$ cat src/rtl/life_scan.sv
// life_scan: row-multiplexed 8x8 LED driver with frame-synchronous grid swap.
// Ports: clk, reset (sync, active high), gridin[63:0], load, en in;
//        row[7:0] (one-hot), col[7:0], frame_done, pending out.
module life_scan #(
   parameter int DIV = 8
) (
   input  logic        clk,
   input  logic        reset,
   input  logic [63:0] gridin,
   input  logic        load,
   input  logic        en,
   output logic [7:0]  row,
   output logic [7:0]  col,
   output logic        frame_done,
   output logic        pending
);

   localparam int CW = (DIV > 1) ? $clog2(DIV) : 1;
   localparam logic [CW-1:0] CMAX = CW'(DIV - 1);

   typedef enum logic [1:0] {
      IDLE,
      BLANK,
      DRIVE
   } st_t;

   st_t            st_q, st_d;
   logic [2:0]     ri_q, ri_d;
   logic [CW-1:0]  cnt_q, cnt_d;
   logic [63:0]    shadow_q, shadow_d;
   logic [63:0]    disp_q, disp_d;
   logic           pend_q, pend_d;
   logic [7:0]     row_q, row_d;
   logic [7:0]     col_q, col_d;
   logic           fd_q, fd_d;
   logic           swap;

   always_comb begin
      st_d     = st_q;
      ri_d     = ri_q;
      cnt_d    = cnt_q;
      swap     = 1'b0;
      shadow_d = shadow_q;
      disp_d   = disp_q;
      pend_d   = pend_q;

      if (!en) begin
         st_d  = IDLE;
         ri_d  = 3'd0;
         cnt_d = '0;
      end else begin
         unique case (st_q)
            IDLE: begin
               st_d  = BLANK;
               ri_d  = 3'd0;
               cnt_d = '0;
               swap  = 1'b1;
            end
            BLANK: begin
               st_d  = DRIVE;
               cnt_d = CW'(1);
            end
            DRIVE: begin
               if (cnt_q == CMAX) begin
                  st_d  = BLANK;
                  cnt_d = '0;
                  if (ri_q == 3'd7) begin
                     ri_d = 3'd0;
                     swap = 1'b1;
                  end else begin
                     ri_d = ri_q + 3'd1;
                  end
               end else begin
                  cnt_d = cnt_q + CW'(1);
               end
            end
            default: begin
               st_d  = IDLE;
               ri_d  = 3'd0;
               cnt_d = '0;
            end
         endcase
      end

      // A load coinciding with the swap goes straight to the display.
      if (swap) begin
         if (load) begin
            disp_d   = gridin;
            shadow_d = gridin;
            pend_d   = 1'b0;
         end else if (pend_q) begin
            disp_d = shadow_q;
            pend_d = 1'b0;
         end
      end else if (load) begin
         shadow_d = gridin;
         pend_d   = 1'b1;
      end

      // Outputs decoded from next state so they are registered.
      row_d = 8'h00;
      col_d = 8'h00;
      fd_d  = 1'b0;
      if (st_d == DRIVE) begin
         row_d = 8'(1) << ri_d;
         col_d = disp_d[{ri_d, 3'b000} +: 8];
         fd_d  = (ri_d == 3'd7) && (cnt_d == CMAX);
      end
   end

   always_ff @(posedge clk) begin
      if (reset) begin
         st_q     <= IDLE;
         ri_q     <= 3'd0;
         cnt_q    <= '0;
         shadow_q <= 64'd0;
         disp_q   <= 64'd0;
         pend_q   <= 1'b0;
         row_q    <= 8'h00;
         col_q    <= 8'h00;
         fd_q     <= 1'b0;
      end else begin
         st_q     <= st_d;
         ri_q     <= ri_d;
         cnt_q    <= cnt_d;
         shadow_q <= shadow_d;
         disp_q   <= disp_d;
         pend_q   <= pend_d;
         row_q    <= row_d;
         col_q    <= col_d;
         fd_q     <= fd_d;
      end
   end

   assign row        = row_q;
   assign col        = col_q;
   assign frame_done = fd_q;
   assign pending    = pend_q;

endmodule
$ cat config.mk
export PLATFORM = sky130hd
export DESIGN_NAME = life_scan
export DESIGN_NICKNAME = d
export VERILOG_FILES = /design/src/rtl/life_scan.sv
export SDC_FILE = /design/constraint.sdc
export NUM_CORES = 1
export LEC_CHECK = 0
export CAP_MARGIN = 40
export CELL_PAD_IN_SITES_DETAIL_PLACEMENT = 2
export CELL_PAD_IN_SITES_GLOBAL_PLACEMENT = 2
export CORE_MARGIN = 3
export CORE_UTILIZATION = 35
export DETAILED_ROUTE_END_ITERATION = 8
export HOLD_SLACK_MARGIN = 0.1
export PLACE_DENSITY_LB_ADDON = 0.1
export SLEW_MARGIN = 25
export SYNTH_ARGS = -nofsm -noshare
export SYNTH_HDL_FRONTEND = slang
export SYNTH_SLANG_ARGS = --single-unit
$ cat constraint.sdc
create_clock -name clk -period 2.65 [get_ports clk]
set_input_delay 0.53 -clock clk [delete_from_list [all_inputs] [get_ports clk]]
set_output_delay 0.53 -clock clk [all_outputs]
set_load 0.1 [all_outputs]
Yosys cells after proc, flatten, opt, wreduce, memory -nomap -nowiden
Cells that the tools add are included.
Word-level totals
  bits in registers: 154
Operators by class
  $add $sub $neg: 2
  equality and inequality tests: 7
  shift-type cells: 2
  multiplexer cells: 17
  bitwise logic cells: 1
  reductions and logical operators: 4
Operators with widths (number)
  $mux 64: 3
  $shiftx 64x7->8: 1
  $mux 3: 5
  $eq 3x3->1 const B: 4
  $pmux 3 s2: 2
  $shl 1x3->8 const A: 1
  $add 3x1->3 const B: 2
  $pmux 2 s3: 1
  $eq 2x2->1 const B: 2
  $mux 2: 2
  $reduce_or 2->1: 2
  $mux 1: 3
  $eq 2x1->1 const B: 1
  $logic_not 2->1: 1
  $pmux 1 s2: 1
  $logic_and 1x1->1: 1
  $not 1->1: 1

Depth between registers and ports, before layout
Gate-level depths: netlist of the first run.
  depth after elaboration: 7
  mapped depth: 11
  mapped depth without buffers: 8

Worst setup path before layout of the first run
No wires, ideal clock.
  path type: flip-flop to flip-flop
  start point: reg pend_q (netlist: pending)
  end point: reg col_q[2] (netlist: col[2])
  setup time: 117 ps
  arrival: 2397 ps
  path slack: 136 ps
  cell stages (with the launch flop): 9
  path buffers: 2
  cell sequence: dfxtp_1 > clkbuf_1 > nand2_1 > clkbuf_1 > o32ai_1 > or2b_2 > nand3_1 > nand4_1 > a22o_1
Between the ends
  word-level cells in the longest chain between the ends: 4
RTL lines
  start: declaration: line 32  | logic pend_q, pend_d;
  start signal: assignment: line 128  | pend_q <= pend_d;
  $mux 64: line 91  | end else if (pend_q) begin
  $mux 64: line 87  | if (load) begin
  $mux 64: line 86  | if (swap) begin
  $shiftx 64x7->8: line 106  | col_d = disp_d[{ri_d, 3'b000} +: 8];
  end signal: assignment: line 130  | col_q <= col_d;
  end: declaration: line 34  | logic [7:0] col_q, col_d;
No other way between the ends.
A chain may end at the register's enable or synchronous reset.

Worst setup path in the final report of the first run
  start point: reg cnt_q[1]
  end point: reg col_q[3] (netlist: col[3])
Between the ends
  word-level cells in the longest chain between the ends: 7
  elaborated cells on any way between the ends: 15
RTL lines
  start: declaration: line 29  | logic [CW-1:0] cnt_q, cnt_d;
  start signal: assignment: line 125  | cnt_q <= cnt_d;
  $eq 3x3->1 (*): line 64  | if (cnt_q == CMAX) begin
  parallel branches: the longest is 6 deep, another holds $mux 64
Mark *: on every way between the ends.

==> reports/results.txt, run 1 <==
Final setup TNS = 0 ns
Register bit total from synthesis = 154
Int Pwr = 4.23 mW
# port buffers = 85
Metal-1 WL = 12.6 mm
Clock latency on the worst-skew pair = 0.42 ns
Main combinational cell family by area after synthesis = simple AND/OR/NAND/NOR gates
Final-report setup violation count = 0
Wirelength per Cell = 23.3 µm
Ports = 86
XOR/XNOR Fraction of Synth Area = 0%
Die X = 153 µm
Total grt overflow = 0
Sw frac = 27.3%
Worst path max stage delay = 0.36 ns
CP Data Arrival Time = 2.94 ns
HP Class = input pin to flop
Die area = 23,300 µm²
FILL cells = 2,260
Area delta synth->final = 27.3%
Clk buf depth = 2
CTS tree = yes
Drt pass-1 iters = 5
Compound-Gate Fraction of Synth Area = 17.9%
Final core occ = 45.5%
Area after DPL = 8790 µm²
CP required = 2.96 ns
Antenna viol nets, final = 0
Slowest cell on crit path = dfxtp_1
Critical path capture point type = flop
Worst Max-Slew Pin Slew = 0.650 ns
Tot GR Track Use = 23.6%
DRC Markers = 0
DP HPWL = 18.6 mm
Net Count, Synth = 904
Switching Power = 1.59 mW
Number of hold buffers added after CTS = 0
Slew Limit Fails = 0
Simple-Gate Fraction of Synth Area = 25.8%
Area of the multi-input gates = 4180 µm²
Final wirelength = 28.0 mm
Synth Flop Type = dfxtp_1
Worst Skew = 0.0114 ns
Synthesized area = 7530 µm²
Logic pwr share = 16.0%
Largest net degree at the start of global routing = 133
Final Cycle Share = 99.4%
Async S/R FF share, synth = 0%
Global-route wire length before repair = 44.1 mm
Maximum vdd ir drop = 381 µV
Unrepaired setup endpoints after global routing = true
Worst rel slew slack = 56.7%
Final Instance Area = 9590 µm²
Clk slew on worst S/H paths = 0.06 ns
Power Density = 606 nW/µm²
Initial core utilization = 35.7%
Cells after Synth = 827
Root Buffer = clkbuf_16
Final GP Congestion = 0.776
Syn avg cell area = 9.11 µm²
CP Launch Type = flop
Static leakage = 4.02 nW
Min Hold Slack = 0.319 ns
Multiplexer share of the synthesized area = 8.70%
Final hold vios = 0
Register area = 3090 µm²
Worst Setup Path Type = flop to flop
H-tree depth reported by CTS = 4
Fmax = 0.380 GHz
Post-synth EDFFs = 0
Top Metal Used = met4
Post-synthesis adder-cell area fraction = 1.49%
Share of cells above drive strength 1 = 17.8%
Vias in the first global route = 7,622
Fin crit period = 2.63 ns
Vias = 6,863
Clock power share = 40.6%
Sequential share of the synthesized area = 40.9%
Number of DRC markers in iteration 0 = 405
CTS buffer count = 17
Die height = 153 µm
Max Cap Viol = 0
Sequential share of power = 43.3%
Drt via density = 5.71
Row count = 53
CORE AREA = 21,100 µm²
YS warnings = 0
Worst path cell trace = ha_4 > ha_2 > mux2_4 > a22oi_4 > nor3_2 > buf_12 > nand3_1 > nand4_1 > a22o_1
Number of distinct library cells after synthesis = 47
Clock sink count = 154
Total Nets Final = 990
Initial antenna violation count = 0
Outcome = finished, final reports clean
Diode count = 0
CP max FO = 15
DR WL met2 = 13.8 mm
Routed wl met3 = 936 µm
## synth_stat cells (11+ instances only)
library cell  instances  area [µm²]
and2_1               47         294
clkbuf_1             46         173
dfxtp_1             154        3080
nor3_1               43         215
nand2b_1             21         131
o22a_1               21         184
o31ai_1              30         225
a32o_1               41         410
nand4_1              16         100
nor2_1              137         514
o31ai_2              11         138
nand2_1              27         101
mux2i_1              64         641
nand3_1              25         125
buf_2                11        55.1
and3_1               40         250
o32ai_1              23         201
## layer usage
metal  track usage, %  vias up
met4             6.92        0
met1             30.9     3489
met5                0        -
met2             40.8      135
met3             3.24       39
li1                 -     3200
## cell families after synthesis
group,after synthesis
buf+inv,73
fa+ha+maj,9
compound gates,147
simple gates,379
flops,154
mux,65
## cell type report
class,instances,area share (%)
multi-input combinational,600,43.6
sequential,154,32.2
timing repair buffer,138,14.7
clock buffer,21,4.90
tap,275,3.59
clock inverter,11,1.00
inverter,2,0.0783
## critical path, delay by kind of cell (launching register included)
family	cells	cell delay [ns]
flip-flops	1	0.36
buffers and inverters	1	0.18
multiplexers	1	0.34
AND/OR/NAND/NOR	3	0.61
adder cells (fa/ha/maj)	2	0.44
AO/OA/AOI/OAI	2	0.56
## sequential cells by signal, summed over array words and instances (netlist names)
signal / flops
disp_q: 64
shadow_q: 64
col: 8
row: 8
cnt_q: 3
ri_q: 3
st_q: 2
frame_done: 1
pending: 1
## worst paths after layout
| check | endpoint | slack (ns) | startpoint | cells past startpoint |
|---|---|---|---|---|
| max | col[3]$_SDFF_PP0_ | 0.02 | cnt_q[1]$_SDFF_PP0_ | 9 |
| min | st_q[1]$_SDFF_PP0_ | 0.32 | reset | 2 |
| max reg2reg | col[3]$_SDFF_PP0_ | 0.02 | cnt_q[1]$_SDFF_PP0_ | 9 |
| min reg2reg | shadow_q[12]$_SDFFE_PP0P_ | 0.50 | shadow_q[12]$_SDFFE_PP0P_ | 2 |
## power by group through the flow
stage	combinational, mW	clock (mW)	sequential (mW)
floorplan	0.530	0	2.56
global placement	0.833	0	2.56
detailed placement	0.876	0	2.57
CTS	0.911	2.43	2.52
global route	1.02	2.53	2.53
finish	0.931	2.36	2.52
## cells in the final DEF, fill, tap and decap left out, types with 4 or more instances in the layout
| cell | count |
|---|---|
| o22a_1 | 21 |
| a22o_1 | 8 |
| nand2b_1 | 21 |
| and3_1 | 40 |
| o32ai_1 | 23 |
| and2_2 | 5 |
| dfxtp_2 | 4 |
| nand3_1 | 25 |
| o31ai_2 | 20 |
| a32o_1 | 39 |
| nor2_1 | 136 |
| ha_1 | 4 |
| clkinv_2 | 5 |
| nand2_1 | 27 |
| mux2i_1 | 64 |
| ha_2 | 4 |
| dfxtp_1 | 150 |
| o31ai_1 | 19 |
| nor3_1 | 43 |
| clkbuf_16 | 17 |
| nand4_1 | 16 |
| buf_12 | 14 |
| buf_4 | 56 |
| clkdlybuf4s50_1 | 65 |
| and2_1 | 46 |
## stage by stage
stage | setup slack, ns | cells | total power, mW
finish | 0.0169 | 1201 | 5.81
CTS | 0.00558 | 1195 | 5.86
global placement | -0.202 | 1159 | 3.39
global route | -0.0215 | 1201 | 6.08
floorplan | 0.136 | 827 | 3.09
detailed placement | -0.225 | 1160 | 3.44
## what timing repair did
item | in CTS | in global routing
setup endpoints to repair | 8 | 7
setup buffers | 2 | 6
resized for setup | 9 | 22
cloned | 1 | 0
pin swaps | 6 | 11
Note: power is estimated with default switching activity, not from simulation.
==> run 2: changes to the inputs <==
Settings changed: ABC_CLOCK_PERIOD_IN_PS from default to 2650.
==> results of run 2 <==
No change in the layout: final DEF, timing and power equal those of run 1.
==> run 3: changes to the inputs <==
Settings changed: CAP_MARGIN 40 to 20, CORE_ASPECT_RATIO from default to 0.6.
==> run 3 against run 2 <==
Effect of this change: sequential share of layout area increased by 0.13 points; non-clock buffer count shrank 6; setup slack better by 0.072 ns; via count shrank 1.3%; first-iteration DRC count fell by 20%; die area increased by 0.24%; clock-buffer cell count grew 1; total power increased by 2.9%; clock power up 8%.
==> reports/results.txt, run 3 (same netlist as run 1, synthesis figures left out) <==
Outcome = finished, final reports clean (unchanged)
Clk buf depth = 2 (unchanged)
Commonest non-fill, non-tap cell in the layout = dfxtp_1 (unchanged)
DP HPWL = 18.7 mm (was 18.6 mm)
CP max FO = 31 (was 15)
Final Cycle Share = 96.6% (was 99.4%)
Slowest cell on crit path = a22o_1 (was dfxtp_1)
Largest net degree at the start of global routing = 133 (unchanged)
Worst path cell trace = ha_1 > ha_2 > a31o_4 > and2_4 > buf_12 > a32o_2 > o31ai_4 > nand4_1 > a22o_1 (was ha_4 > ha_2 > mux2_4 > a22oi_4 > nor3_2 > buf_12 > nand3_1 > nand4_1 > a22o_1)
Antenna viol nets, final = 0 (unchanged)
Die height = 120 µm (was 153 µm)
Final-report setup violation count = 0 (unchanged)
CORE AREA = 20,600 µm² (was 21,100 µm²)
CP required = 2.97 ns (was 2.96 ns)
Slew Limit Fails = 0 (unchanged)
Fin crit period = 2.56 ns (was 2.63 ns)
Row count = 40 (was 53)
CTS buffer count = 17 (unchanged)
Fmax = 0.391 GHz (was 0.380 GHz)
Clock sink count = 154 (unchanged)
Max Cap Viol = 0 (unchanged)
Tot GR Track Use = 23.9% (was 23.6%)
Non-filler cells, final = 1,191 (was 1,201)
Total Nets Final = 984 (was 990)
HP Class = input pin to flop (unchanged)
Static leakage = 4.01 nW (was 4.02 nW)
Worst Setup Path Type = flop to flop (unchanged)
Vias in the first global route = 7,663 (was 7,622)
Placed insts = 1,156 (was 1,160)
Final wirelength = 27.7 mm (was 28.0 mm)
Final Instance Area = 9540 µm² (was 9590 µm²)
Worst Skew = 0.00880 ns (was 0.0114 ns)
Sequential share of power = 42.1% (was 43.3%)
Worst path max stage delay = 0.33 ns (was 0.36 ns)
Clock latency on the worst-skew pair = 0.43 ns (was 0.42 ns)
Logic pwr share = 15.3% (was 16.0%)
Share of cells above drive strength 1 = 16.2% (was 17.8%)
Die X = 195 µm (was 153 µm)
Global-route wire length before repair = 43.8 mm (was 44.1 mm)
Worst rel slew slack = 53.5% (was 56.7%)
Final GP Congestion = 0.764 (was 0.776)
Root Buffer = clkbuf_16 (unchanged)
Total grt overflow = 0 (unchanged)
Clock power share = 42.6% (was 40.6%)
Number of hold buffers added after CTS = 0 (unchanged)
Power Density = 627 nW/µm² (was 606 nW/µm²)
Clk slew on worst S/H paths = 0.07 ns (was 0.06 ns)
Most frequent cells in the layout = 153 x dfxtp_1, 136 x nor2_1, 65 x clkdlybuf4s50_1, 64 x mux2i_1, 52 x buf_4 (was 150 x dfxtp_1, 136 x nor2_1, 65 x clkdlybuf4s50_1, 64 x mux2i_1, 56 x buf_4)
Final hold vios = 0 (unchanged)
Int Pwr = 4.39 mW (was 4.23 mW)
Diode count = 0 (unchanged)
Bufs and invs on worst path = 1 (unchanged)
DRC Markers = 0 (unchanged)
CP delay by family, top = compound AO/OA/AOI/OAI gates (was simple AND/OR/NAND/NOR gates)
Drt via density = 5.69 (was 5.71)
Initial core utilization = 36.6% (was 35.7%)
Critical path capture point type = flop (unchanged)
Number of DRC markers in iteration 0 = 323 (was 405)
# port buffers = 85 (unchanged)
CTS tree = yes (unchanged)
Total Power = 5.98 mW (was 5.81 mW)
Top Registers = disp_q x64, shadow_q x64 (unchanged)
Switching Power = 1.59 mW (about the same)
Maximum vdd ir drop = 458 µV (was 381 µV)
CP Launch Type = flop (unchanged)
Final core occ = 46.4% (was 45.5%)
Worst Max-Slew Pin Slew = 0.697 ns (was 0.650 ns)
CP Data Arrival Time = 2.88 ns (was 2.94 ns)
Vias = 6,771 (was 6,863)
Area after DPL = 8790 µm² (about the same)
Area delta synth->final = 26.6% (was 27.3%)
Initial antenna violation count = 0 (unchanged)
Wirelength per Cell = 23.3 µm (about the same)
Sw frac = 26.6% (was 27.3%)
Die area = 23,400 µm² (was 23,300 µm²)
H-tree depth reported by CTS = 4 (unchanged)
Drt pass-1 iters = 6 (was 5)
Ports = 86 (unchanged)
run 3: repair_timing:
item	4_1_cts	5_1_grt
pin swaps	6	10
buffers inserted	0	5
resized for setup	11	14
endpoints found under the setup margin	5	7
run 3: path summary, 6_finish.rpt:
path	from	end	slack [ns]	cells past startpoint
min reg2reg	shadow_q[33]$_SDFFE_PP0P_	shadow_q[33]$_SDFFE_PP0P_	0.50	2
max reg2reg	ri_q[0]$_SDFF_PP0_	col[1]$_SDFF_PP0_	0.09	9
max	ri_q[0]$_SDFF_PP0_	col[1]$_SDFF_PP0_	0.09	9
min	reset	st_q[1]$_SDFF_PP0_	0.31	2
run 3: layout make-up:
cell class | instances | area [µm²]
Inverter | 2 | 7.51
Sequential cell | 154 | 3080
Tap cell | 273 | 342
Timing Repair Buffer | 132 | 1330
Clock buffer | 22 | 474
Multi-Input combinational cell | 600 | 4180
Clock inverter | 8 | 119
Fill cell | 2148 | 11000
run 3: stage by stage:
| step | setup WS (ns) | setup TNS, ns | hold slack (ns) |
|---|---|---|---|
| 3_5_place_dp | -0.375 | -1.11 | 0.490 |
| 3_3_place_gp | -0.368 | -1.01 | 0.473 |
| 4_1_cts | 0.0246 | 0 | 0.305 |
| 5_1_grt | -0.0233 | -0.0431 | 0.302 |
| 6_report | 0.0894 | 0 | 0.312 |
| 2_1_floorplan | 0.136 | 0 | 0.461 |
run 3: worst register-to-register path: stages (launching register included):
cell and delay (ns):
dfxtp_1 0.31, ha_1 0.19, ha_2 0.19, a31o_4 0.26, and2_4 0.20, buf_12 0.17, a32o_2 0.29, o31ai_4 0.23
nand4_1 0.27, a22o_1 0.34
run 3: power by group through the flow:
stage / Combinational, mW / Clock, mW / Sequential [mW]
2_1_floorplan: 0.530 / 0 / 2.56
3_3_place_gp: 0.841 / 0 / 2.55
3_5_place_dp: 0.892 / 0 / 2.57
4_1_cts: 0.909 / 2.60 / 2.52
5_1_grt: 1.00 / 2.70 / 2.53
6_report: 0.914 / 2.55 / 2.52
run 3: layer usage:
| layer | GRT usage (%) | vias to the layer above | part of all wire, % |
|---|---|---|---|
| li1 | - | 3173 | - |
| met1 | 30.4 | 3430 | 46 |
| met2 | 40.5 | 130 | 48 |
| met3 | 5.30 | 38 | 4.2 |
| met4 | 7.30 | 0 | 2.0 |
| met5 | 0 | - | 0 |
